==> config.mk <==
export PLATFORM = sky130hd
export DESIGN_NAME = rom_port_arbiter
export DESIGN_NICKNAME = d
export VERILOG_FILES = /design/src/rtl/rom_port_arbiter.sv
export SDC_FILE = /design/constraint.sdc
export NUM_CORES = 1
export LEC_CHECK = 0
export ABC_CLOCK_PERIOD_IN_PS = 2110
export CORE_ASPECT_RATIO = 0.5
export CORE_MARGIN = 2
export CORE_UTILIZATION = 40
export DETAILED_ROUTE_END_ITERATION = 10
export GPL_TIMING_DRIVEN = 0
export PLACE_DENSITY = 0.83
export SYNTH_ARGS = -nofsm -noshare
export SYNTH_HDL_FRONTEND = slang
export SYNTH_SLANG_ARGS = --single-unit
==> constraint.sdc <==
create_clock -name clk -period 2.11 [get_ports clk]
set_input_delay 0.422 -clock clk [delete_from_list [all_inputs] [get_ports clk]]
set_output_delay 0.422 -clock clk [all_outputs]
set_load 0.005 [all_outputs]
==> src/rtl/rom_port_arbiter.sv <==
// -----------------------------------------------------------------------------
// rom_port_arbiter
//
// Shares the single instruction ROM read port between the fetch sequencer
// (requester 0) and the data/loader path (requester 1). Each access is
// issued, the ROM latency is waited out, the ROM word is captured, and the
// word is handed back to the winning requester with a one-cycle valid pulse.
// Requests arriving while an access is outstanding are not queued.
//
// Build option:
//   ROM_ARB_FIXED_PRIO_EN  defined   -> on a tie, requester 0 always wins.
//                          undefined -> round-robin on a tie (default).
//
// Ports:
//   clk, reset          rising-edge clock, synchronous active-high reset
//   req0/addr0          fetch request and address (held until gnt0)
//   req1/addr1          data/loader request and address (held until gnt1)
//   gnt0/gnt1           one-cycle accept pulses
//   rvalid0/rvalid1     one-cycle pulses marking rdata's owner
//   rdata               captured ROM word, held until the next capture
//   rom_read_enable     one-cycle ROM read strobe per access
//   rom_addr            ROM address, held after issue
//   rom_rdata           ROM output data
//   busy                high while an access is outstanding
//   last_grant          index of the most recently granted requester
// -----------------------------------------------------------------------------
module rom_port_arbiter #(
    parameter int ADDR_W  = 8,
    parameter int DATA_W  = 16,
    parameter int ROM_LAT = 1
) (
    input  logic              clk,
    input  logic              reset,
    input  logic              req0,
    input  logic [ADDR_W-1:0] addr0,
    input  logic              req1,
    input  logic [ADDR_W-1:0] addr1,
    output logic              gnt0,
    output logic              gnt1,
    output logic              rvalid0,
    output logic              rvalid1,
    output logic [DATA_W-1:0] rdata,
    output logic              rom_read_enable,
    output logic [ADDR_W-1:0] rom_addr,
    input  logic [DATA_W-1:0] rom_rdata,
    output logic              busy,
    output logic              last_grant
);

    // The wait counter is 4 bits wide, so only latencies 1..15 are usable.
    if (ROM_LAT < 1 || ROM_LAT > 15) begin : g_bad_rom_lat
        $error("rom_port_arbiter: ROM_LAT must be in 1..15");
    end

    typedef enum logic {
        IDLE = 1'b0,
        WAIT = 1'b1
    } state_t;

    state_t            state_q, state_d;
    logic [3:0]        cnt_q, cnt_d;
    logic              gnt0_q, gnt0_d;
    logic              gnt1_q, gnt1_d;
    logic              rvalid0_q, rvalid0_d;
    logic              rvalid1_q, rvalid1_d;
    logic              rom_re_q, rom_re_d;
    logic [ADDR_W-1:0] rom_addr_q, rom_addr_d;
    logic [DATA_W-1:0] rdata_q, rdata_d;
    logic              busy_q, busy_d;
    logic              last_grant_q, last_grant_d;
    logic              winner;

    // Tie-break: the requester that was not granted last time wins, unless
    // fixed priority is built in, in which case fetch always wins.
    always_comb begin
        winner = 1'b0;
`ifdef ROM_ARB_FIXED_PRIO_EN
        winner = !req0;
`else
        if (req0 && req1) begin
            winner = !last_grant_q;
        end else begin
            winner = !req0;
        end
`endif
    end

    always_comb begin
        state_d      = state_q;
        cnt_d        = cnt_q;
        gnt0_d       = 1'b0;
        gnt1_d       = 1'b0;
        rvalid0_d    = 1'b0;
        rvalid1_d    = 1'b0;
        rom_re_d     = 1'b0;
        rom_addr_d   = rom_addr_q;
        rdata_d      = rdata_q;
        last_grant_d = last_grant_q;

        case (state_q)
            IDLE: begin
                if (req0 || req1) begin
                    gnt0_d       = !winner;
                    gnt1_d       = winner;
                    rom_re_d     = 1'b1;
                    rom_addr_d   = winner ? addr1 : addr0;
                    last_grant_d = winner;
                    cnt_d        = 4'(ROM_LAT);
                    state_d      = WAIT;
                end
            end
            WAIT: begin
                if (cnt_q != 4'd0) begin
                    cnt_d = cnt_q - 4'd1;
                end else begin
                    // last_grant always names the owner of the outstanding
                    // access, so it doubles as the response route.
                    rdata_d   = rom_rdata;
                    rvalid0_d = !last_grant_q;
                    rvalid1_d = last_grant_q;
                    state_d   = IDLE;
                end
            end
            default: state_d = IDLE;
        endcase

        busy_d = (state_d != IDLE);
    end

    always_ff @(posedge clk) begin
        if (reset) begin
            state_q      <= IDLE;
            cnt_q        <= 4'd0;
            gnt0_q       <= 1'b0;
            gnt1_q       <= 1'b0;
            rvalid0_q    <= 1'b0;
            rvalid1_q    <= 1'b0;
            rom_re_q     <= 1'b0;
            rom_addr_q   <= '0;
            rdata_q      <= '0;
            busy_q       <= 1'b0;
            last_grant_q <= 1'b1;
        end else begin
            state_q      <= state_d;
            cnt_q        <= cnt_d;
            gnt0_q       <= gnt0_d;
            gnt1_q       <= gnt1_d;
            rvalid0_q    <= rvalid0_d;
            rvalid1_q    <= rvalid1_d;
            rom_re_q     <= rom_re_d;
            rom_addr_q   <= rom_addr_d;
            rdata_q      <= rdata_d;
            busy_q       <= busy_d;
            last_grant_q <= last_grant_d;
        end
    end

    assign gnt0            = gnt0_q;
    assign gnt1            = gnt1_q;
    assign rvalid0         = rvalid0_q;
    assign rvalid1         = rvalid1_q;
    assign rdata           = rdata_q;
    assign rom_read_enable = rom_re_q;
    assign rom_addr        = rom_addr_q;
    assign busy            = busy_q;
    assign last_grant      = last_grant_q;

endmodule

==> flow_metrics.env, run 1 <==
export IMPL_dr_first_iter_drc_count=35
export IMPL_crit_required_ns=2.32
export IMPL_drive_gt1_frac=0.0763
export IMPL_antenna_left=0
export IMPL_async_flop_share=0
export IMPL_synth_top_area_frac=0.508
export IMPL_max_clock_freq_mhz=593
export IMPL_holdPathEnd="rdata[6]$_SDFFE_PP0P_"
export IMPL_drc_errors=0
export IMPL_clk_path_buf_depth=2
export IMPL_clock_sinks=35
export IMPL_die_area_sq_um=3960
export IMPL_synth_xor_area_share=0
export IMPL_syn_num_nets=200
export IMPL_vias=1403
export IMPL_clock_latency_ns=0.28
export IMPL_setup_violations=0
export IMPL_synthSimpleGateAreaFrac=0.228
export IMPL_hold_viol_final=0
export IMPL_rr_worst_depth=7
export IMPL_core_area_sq_um=3140
export IMPL_synth_edff_count=0
export IMPL_path_class="reg -> reg"
export IMPL_grtUsageTotal=0.194
export IMPL_slew_headroom=0.656
export IMPL_overflow=0
export IMPL_tritoncts="yes"
export IMPL_reg2reg_slack_ns=0.42
export IMPL_timing_final_crit_share=0.799
export IMPL_muxShareOfSynthArea=0.00817
export IMPL_cp_data_arrival_time_ns=1.90
export IMPL_synthesis_instances=163
export IMPL_dp_hpwl_microns=2660
export IMPL_syn_area_sq_um=1380
export IMPL_synthAdderAreaFrac=0.00907
export IMPL_yosysMostFrequentCell="dfxtp_1"
export IMPL_rr_startpoint="cnt_q[0]$_SDFFE_PP0P_"
export IMPL_grt_max_degree=11
export IMPL_hold_buffers=0
export IMPL_avgViaCountPerCell=5.08
export IMPL_timing_rr_end="rdata[9]$_SDFFE_PP0P_"
export IMPL_yosys_warnings=0
export IMPL_place_ws_ns=0.146
export IMPL_maxCapViolCount=0
export IMPL_maxSlewViolCount=0
export IMPL_syn2layout_area_growth_pct=58.1
export IMPL_synth_top_family_by_area="simple AND/OR/NAND/NOR gates"
export IMPL_crit_path_start_kind="register"
export IMPL_synth_largest_area_cell="dfxtp_1"
export IMPL_synth_commonest_cells="35 x dfxtp_1, 33 x nand2_1, 19 x a21oi_1"
export IMPL_wirelength_microns=3620
export IMPL_finClkSkew_ns=0.00291
export IMPL_ys_types=30
export IMPL_worstMarginPinSlew_ns=0.515
export IMPL_min_delay_start="rdata[6]$_SDFFE_PP0P_"
export IMPL_cts_root_buf="clkbuf_8"
export IMPL_synth_area_leaders="dfxtp_1 51%, nand2_1 9.0%, a21oi_1 6.9%"
export IMPL_p_leak_nw=0.785
export IMPL_postCtsSetupBuffers=0
export IMPL_first_global_vias=1353
export IMPL_antenna_cells=0
export IMPL_fill_cells=257
export IMPL_synth_area_per_cell_sq_um=8.46
export IMPL_place_congestion=0.810
export IMPL_worstSetupEndpointType="register"
export IMPL_setup_slack_ns=0.424
export IMPL_synth_seq_area_share=0.508
export IMPL_placementRows=14
export IMPL_outcome="finished, final reports clean"
export IMPL_io_pins=67
export IMPL_cts_htree_levels=2
export IMPL_dr_pass1_iters=4
export IMPL_vdd_drop_max_mv=0.580
export IMPL_fp_dieW_microns=87.0
export IMPL_hold_depth=2
export IMPL_nets=272
export IMPL_wl_per_cell_microns=13.1
export IMPL_path_max_fanout=10
export IMPL_antenna_found_initial=0
export IMPL_rsz0062_at_grt="false"
export IMPL_synth_compound_area_frac=0.194
export IMPL_cts_resized=0
export IMPL_io_buffers=65
export IMPL_clkTransAtPathRegs_ns=0.07
export IMPL_hp_class="reg -> reg"
export IMPL_grt_pass1_wl_microns=5870
export IMPL_setup_tns_final_ns=0
export IMPL_synth_top_flop_cell="dfxtp_1"
export IMPL_period_needed_ns=1.69
export IMPL_cts_made_buffers=5
export IMPL_p_per_area_nw_per_um2=743
export IMPL_die_h_microns=45.5
export IMPL_initial_core_util=0.440
export IMPL_ys_ff_latch=35
==> through the flow <==
stage                     hold WS [ns]  instances  power [mW]  utilization  cell area, sq um
after global routing             0.476        276        1.70        0.695              2180
after detailed placement         0.446        268        1.11        0.663              2080
final                            0.455        276        1.62        0.695              2180
after floorplan                  0.453        163       0.910            -              1380
after global placement           0.442        268        1.10        0.663              2080
after CTS                        0.455        276        1.63        0.695              2180
==> sequential cells by signal, summed over array words and instances, names as in the netlist <==
signal / cells
busy: 1
cnt_q: 4
gnt0: 1
gnt1: 1
last_grant: 1
rdata: 16
rom_addr: 8
rom_read_enable: 1
rvalid0: 1
rvalid1: 1
==> power by group <==
| group | total (mW) | internal, mW | switching, mW |
|---|---|---|---|
| Sequential | 0.742 | 0.714 | 0.0275 |
| Combinational | 0.350 | 0.203 | 0.146 |
| Clock | 0.528 | 0.298 | 0.230 |
| Total | 1.62 | 1.22 | 0.404 |
==> worst max-delay path, cell delays in order (launching register included) <==
cell,delay [ns]
dfxtp_1,0.36
inv_1,0.07
ha_1,0.25
nand4bb_1,0.11
clkbuf_1,0.32
buf_2,0.28
nand2_1,0.08
a21oi_1,0.15
==> logic make-up after synthesis <==
logic type / Yosys count
AND/OR/NAND/NOR: 67
multiplexers: 1
buffers and inverters: 16
AO/OA/AOI/OAI: 43
adder cells (fa/ha/maj): 1
flip-flops: 35
==> final cells by class <==
| type | count | area, sq um | share of cell area |
|---|---|---|---|
| Timing Repair Buffer | 65 | 651 | 0.299 |
| Clock buffer | 8 | 100 | 0.0459 |
| Sequential cell | 35 | 701 | 0.321 |
| Inverter | 3 | 11.3 | 0.00517 |
| Tap cell | 40 | 50.0 | 0.0230 |
| Buffer | 13 | 61.3 | 0.0281 |
| Multi-Input combinational cell | 112 | 606 | 0.278 |
==> metal layers <==
metal,up-vias,track usage,share of wire
met1,635,0.235,0.45
met5,-,0,0
li1,717,-,-
met4,0,0.0500,0.010
met3,5,0.0725,0.066
met2,46,0.334,0.48
==> placed cells by master (no fill, tap or decap), types with 4 or more instances in the layout <==
cell / instances
buf_2: 4
clkbuf_8: 7
nor2_1: 10
nand3_1: 10
o21ai_0: 9
dfxtp_1: 35
clkdlybuf4s50_1: 65
nand2_1: 33
a311oi_1: 8
a21oi_1: 19
clkbuf_1: 9
==> worst max path at each step <==
stage                                    end                  start  slack (ns)
finish                 rdata[9]$_SDFFE_PP0P_  cnt_q[0]$_SDFFE_PP0P_        0.42
global route        rom_addr[2]$_SDFFE_PP0P_                   req1        0.23
CTS                    rdata[9]$_SDFFE_PP0P_  cnt_q[0]$_SDFFE_PP0P_        0.40
detailed placement  rom_addr[4]$_SDFFE_PP0P_                   req1        0.15
global placement    rom_addr[2]$_SDFFE_PP0P_                   req1        0.17
floorplan              cnt_q[1]$_SDFFE_PP0P_  cnt_q[0]$_SDFFE_PP0P_        0.56
Power figures use the tool's default switching activity.
==> inputs of run 2 (changes only) <==
==> config.mk (replaced) <==
export PLATFORM = sky130hd
export DESIGN_NAME = rom_port_arbiter
export DESIGN_NICKNAME = d
export VERILOG_FILES = /design/src/rtl/rom_port_arbiter.sv
export SDC_FILE = /design/constraint.sdc
export NUM_CORES = 1
export LEC_CHECK = 0
export ABC_CLOCK_PERIOD_IN_PS = 1450
export CORE_ASPECT_RATIO = 0.5
export CORE_MARGIN = 2
export CORE_UTILIZATION = 36
export DETAILED_ROUTE_END_ITERATION = 10
export GPL_TIMING_DRIVEN = 0
export PLACE_DENSITY = 0.79
export SYNTH_ARGS = -nofsm -noshare
export SYNTH_HDL_FRONTEND = slang
export SYNTH_SLANG_ARGS = --single-unit
==> constraint.sdc (replaced) <==
create_clock -name clk -period 1.45 [get_ports clk]
set_input_delay 0.29 -clock clk [delete_from_list [all_inputs] [get_ports clk]]
set_output_delay 0.29 -clock clk [all_outputs]
set_load 0.005 [all_outputs]
==> flow_metrics.env, run 2 (synthesis results as in run 1) <==
export IMPL_antenna_left=0
export IMPL_vdd_drop_max_mv=0.500
export IMPL_finClkSkew_ns=0.00207
export IMPL_placed_cell_area_sq_um=2100
export IMPL_grt_max_degree=18
export IMPL_wl_per_cell_microns=13.5
export IMPL_antenna_cells=0
export IMPL_clock_sinks=35
export IMPL_clkTransAtPathRegs_ns=0.07
export IMPL_hp_class="reg -> reg"
export IMPL_vias=1441
export IMPL_dp_hpwl_microns=2650
export IMPL_grtUsageTotal=0.171
export IMPL_outcome="finished, violations left"
export IMPL_clk_path_buf_depth=2
export IMPL_largest_reg_flops=16
export IMPL_cpMaxStageDelayCell="or3b_4"
export IMPL_crit_path_start_kind="register"
export IMPL_initial_core_util=0.389
export IMPL_path_class="reg -> reg"
export IMPL_dr_pass1_iters=4
export IMPL_fill_cells=269
export IMPL_p_per_area_nw_per_um2=1010
export IMPL_cts_htree_levels=2
export IMPL_worstMarginPinSlew_ns=0.451
export IMPL_io_pins=67
export IMPL_hold_viol_final=0
export IMPL_io_buffers=65
export IMPL_path_max_fanout=4
export IMPL_fin_cells=290
export IMPL_max_clock_freq_mhz=682
export IMPL_multiInputGateArea_sq_um=688
export IMPL_cts_made_buffers=5
export IMPL_rsz0062_at_grt="true"
export IMPL_p_leak_nw=1.17
export IMPL_critical_path_cell_chain="inv_2 > ha_4 > or3b_4 > nand2_4 > mux2_4"
export IMPL_clock_latency_ns=0.29
export IMPL_place_congestion=0.764
export IMPL_syn2layout_area_growth_pct=71.8
export IMPL_timing_final_crit_share=1.01
export IMPL_avgViaCountPerCell=4.97
export IMPL_wirelength_microns=3930
export IMPL_hold_buffers=0
export IMPL_core_area_sq_um=3550
export IMPL_dr_first_iter_drc_count=54
export IMPL_drive_gt1_frac=0.172
export IMPL_die_area_sq_um=4370
export IMPL_placedCellCount=279
export IMPL_setup_violations=1
export IMPL_period_needed_ns=1.47
export IMPL_slowest_delay_ns=0.41
export IMPL_violations="negative setup slack"
export IMPL_crit_required_ns=1.62
export IMPL_nets=276
export IMPL_cp_data_arrival_time_ns=1.64
export IMPL_worstSetupEndpointType="register"
export IMPL_grt_pass1_wl_microns=5720
export IMPL_cts_root_buf="clkbuf_8"
export IMPL_first_global_vias=1298
export IMPL_drc_errors=0
export IMPL_final_cell_mix="44 x clkdlybuf4s50_1, 32 x nand2_1, 30 x dfxtp_1, 20 x dlymetal6s2s_1, 19 x a21oi_1"
export IMPL_tritoncts="yes"
export IMPL_placementRows=15
export IMPL_finalInstanceArea_sq_um=2370
export IMPL_fp_dieW_microns=91.5
export IMPL_die_h_microns=47.8
export IMPL_setup_slack_ns=-0.0168
export IMPL_layout_commonest_cell="clkdlybuf4s50_1"
export IMPL_slew_headroom=0.699
export IMPL_overflow=0
export IMPL_seqCellArea_sq_um=707
export IMPL_maxCapViolCount=0
export IMPL_antenna_found_initial=0
export IMPL_maxSlewViolCount=0
## run 2: repair_timing
action | 4_1_cts | 5_1_grt
gates resized for setup | 12 | 31
setup buffers | 6 | 3
cloned | 0 | 0
endpoints found under the setup margin | 24 | 43
pin swaps | 3 | 3
## run 2: report_power, final
group          total (mW)  switching (mW)  internal, mW
combinational       0.577           0.239         0.338
sequential           1.09          0.0443          1.04
clock               0.720           0.348         0.373
## run 2: worst max-delay path: cells and delay by family, from the launching register on
kind | cells | cell delay [ns]
multiplexers | 1 | 0.29
buffers and inverters | 1 | 0.08
adder cells (fa/ha/maj) | 1 | 0.16
flip-flops | 1 | 0.33
AND/OR/NAND/NOR | 2 | 0.50
## run 2: through the flow
step	power, mW	util	hold slack (ns)	setup WS (ns)	setup TNS [ns]
after floorplan	1.33	-	0.426	0.00253	0
after global placement	1.61	0.593	0.441	-0.376	-5.60
final	2.38	0.668	0.451	-0.0168	-0.0168
after global routing	2.50	0.668	0.472	-0.0602	-0.448
after CTS	2.37	0.636	0.432	0.00181	0
after detailed placement	1.62	0.593	0.449	-0.368	-5.93
## run 2: routing by layer
| metal | share of wire | track usage |
|---|---|---|
| met3 | 0.060 | 0.0598 |
| met4 | 0.0059 | 0.0697 |
| met2 | 0.48 | 0.300 |
| met1 | 0.46 | 0.203 |
| met5 | 0 | 0 |
## run 2: worst paths after layout
check,depth (start not counted),from,slack (ns),end
worst max-delay path,5,cnt_q[0]$_SDFFE_PP0P_,-0.02,cnt_q[1]$_SDFFE_PP0P_
worst min-delay path,2,rdata[8]$_SDFFE_PP0P_,0.45,rdata[8]$_SDFFE_PP0P_
worst max register to register,5,cnt_q[0]$_SDFFE_PP0P_,-0.02,cnt_q[1]$_SDFFE_PP0P_
worst min register to register,2,rdata[8]$_SDFFE_PP0P_,0.45,rdata[8]$_SDFFE_PP0P_
## run 2: area by class of cell
type | instances | share of cell area
Clock inverter | 1 | 0.00211
Multi-Input combinational cell | 112 | 0.291
Tap cell | 51 | 0.0269
Buffer | 8 | 0.0185
Clock buffer | 6 | 0.0349
Timing Repair Buffer | 74 | 0.324
Sequential cell | 35 | 0.298
Inverter | 3 | 0.00475
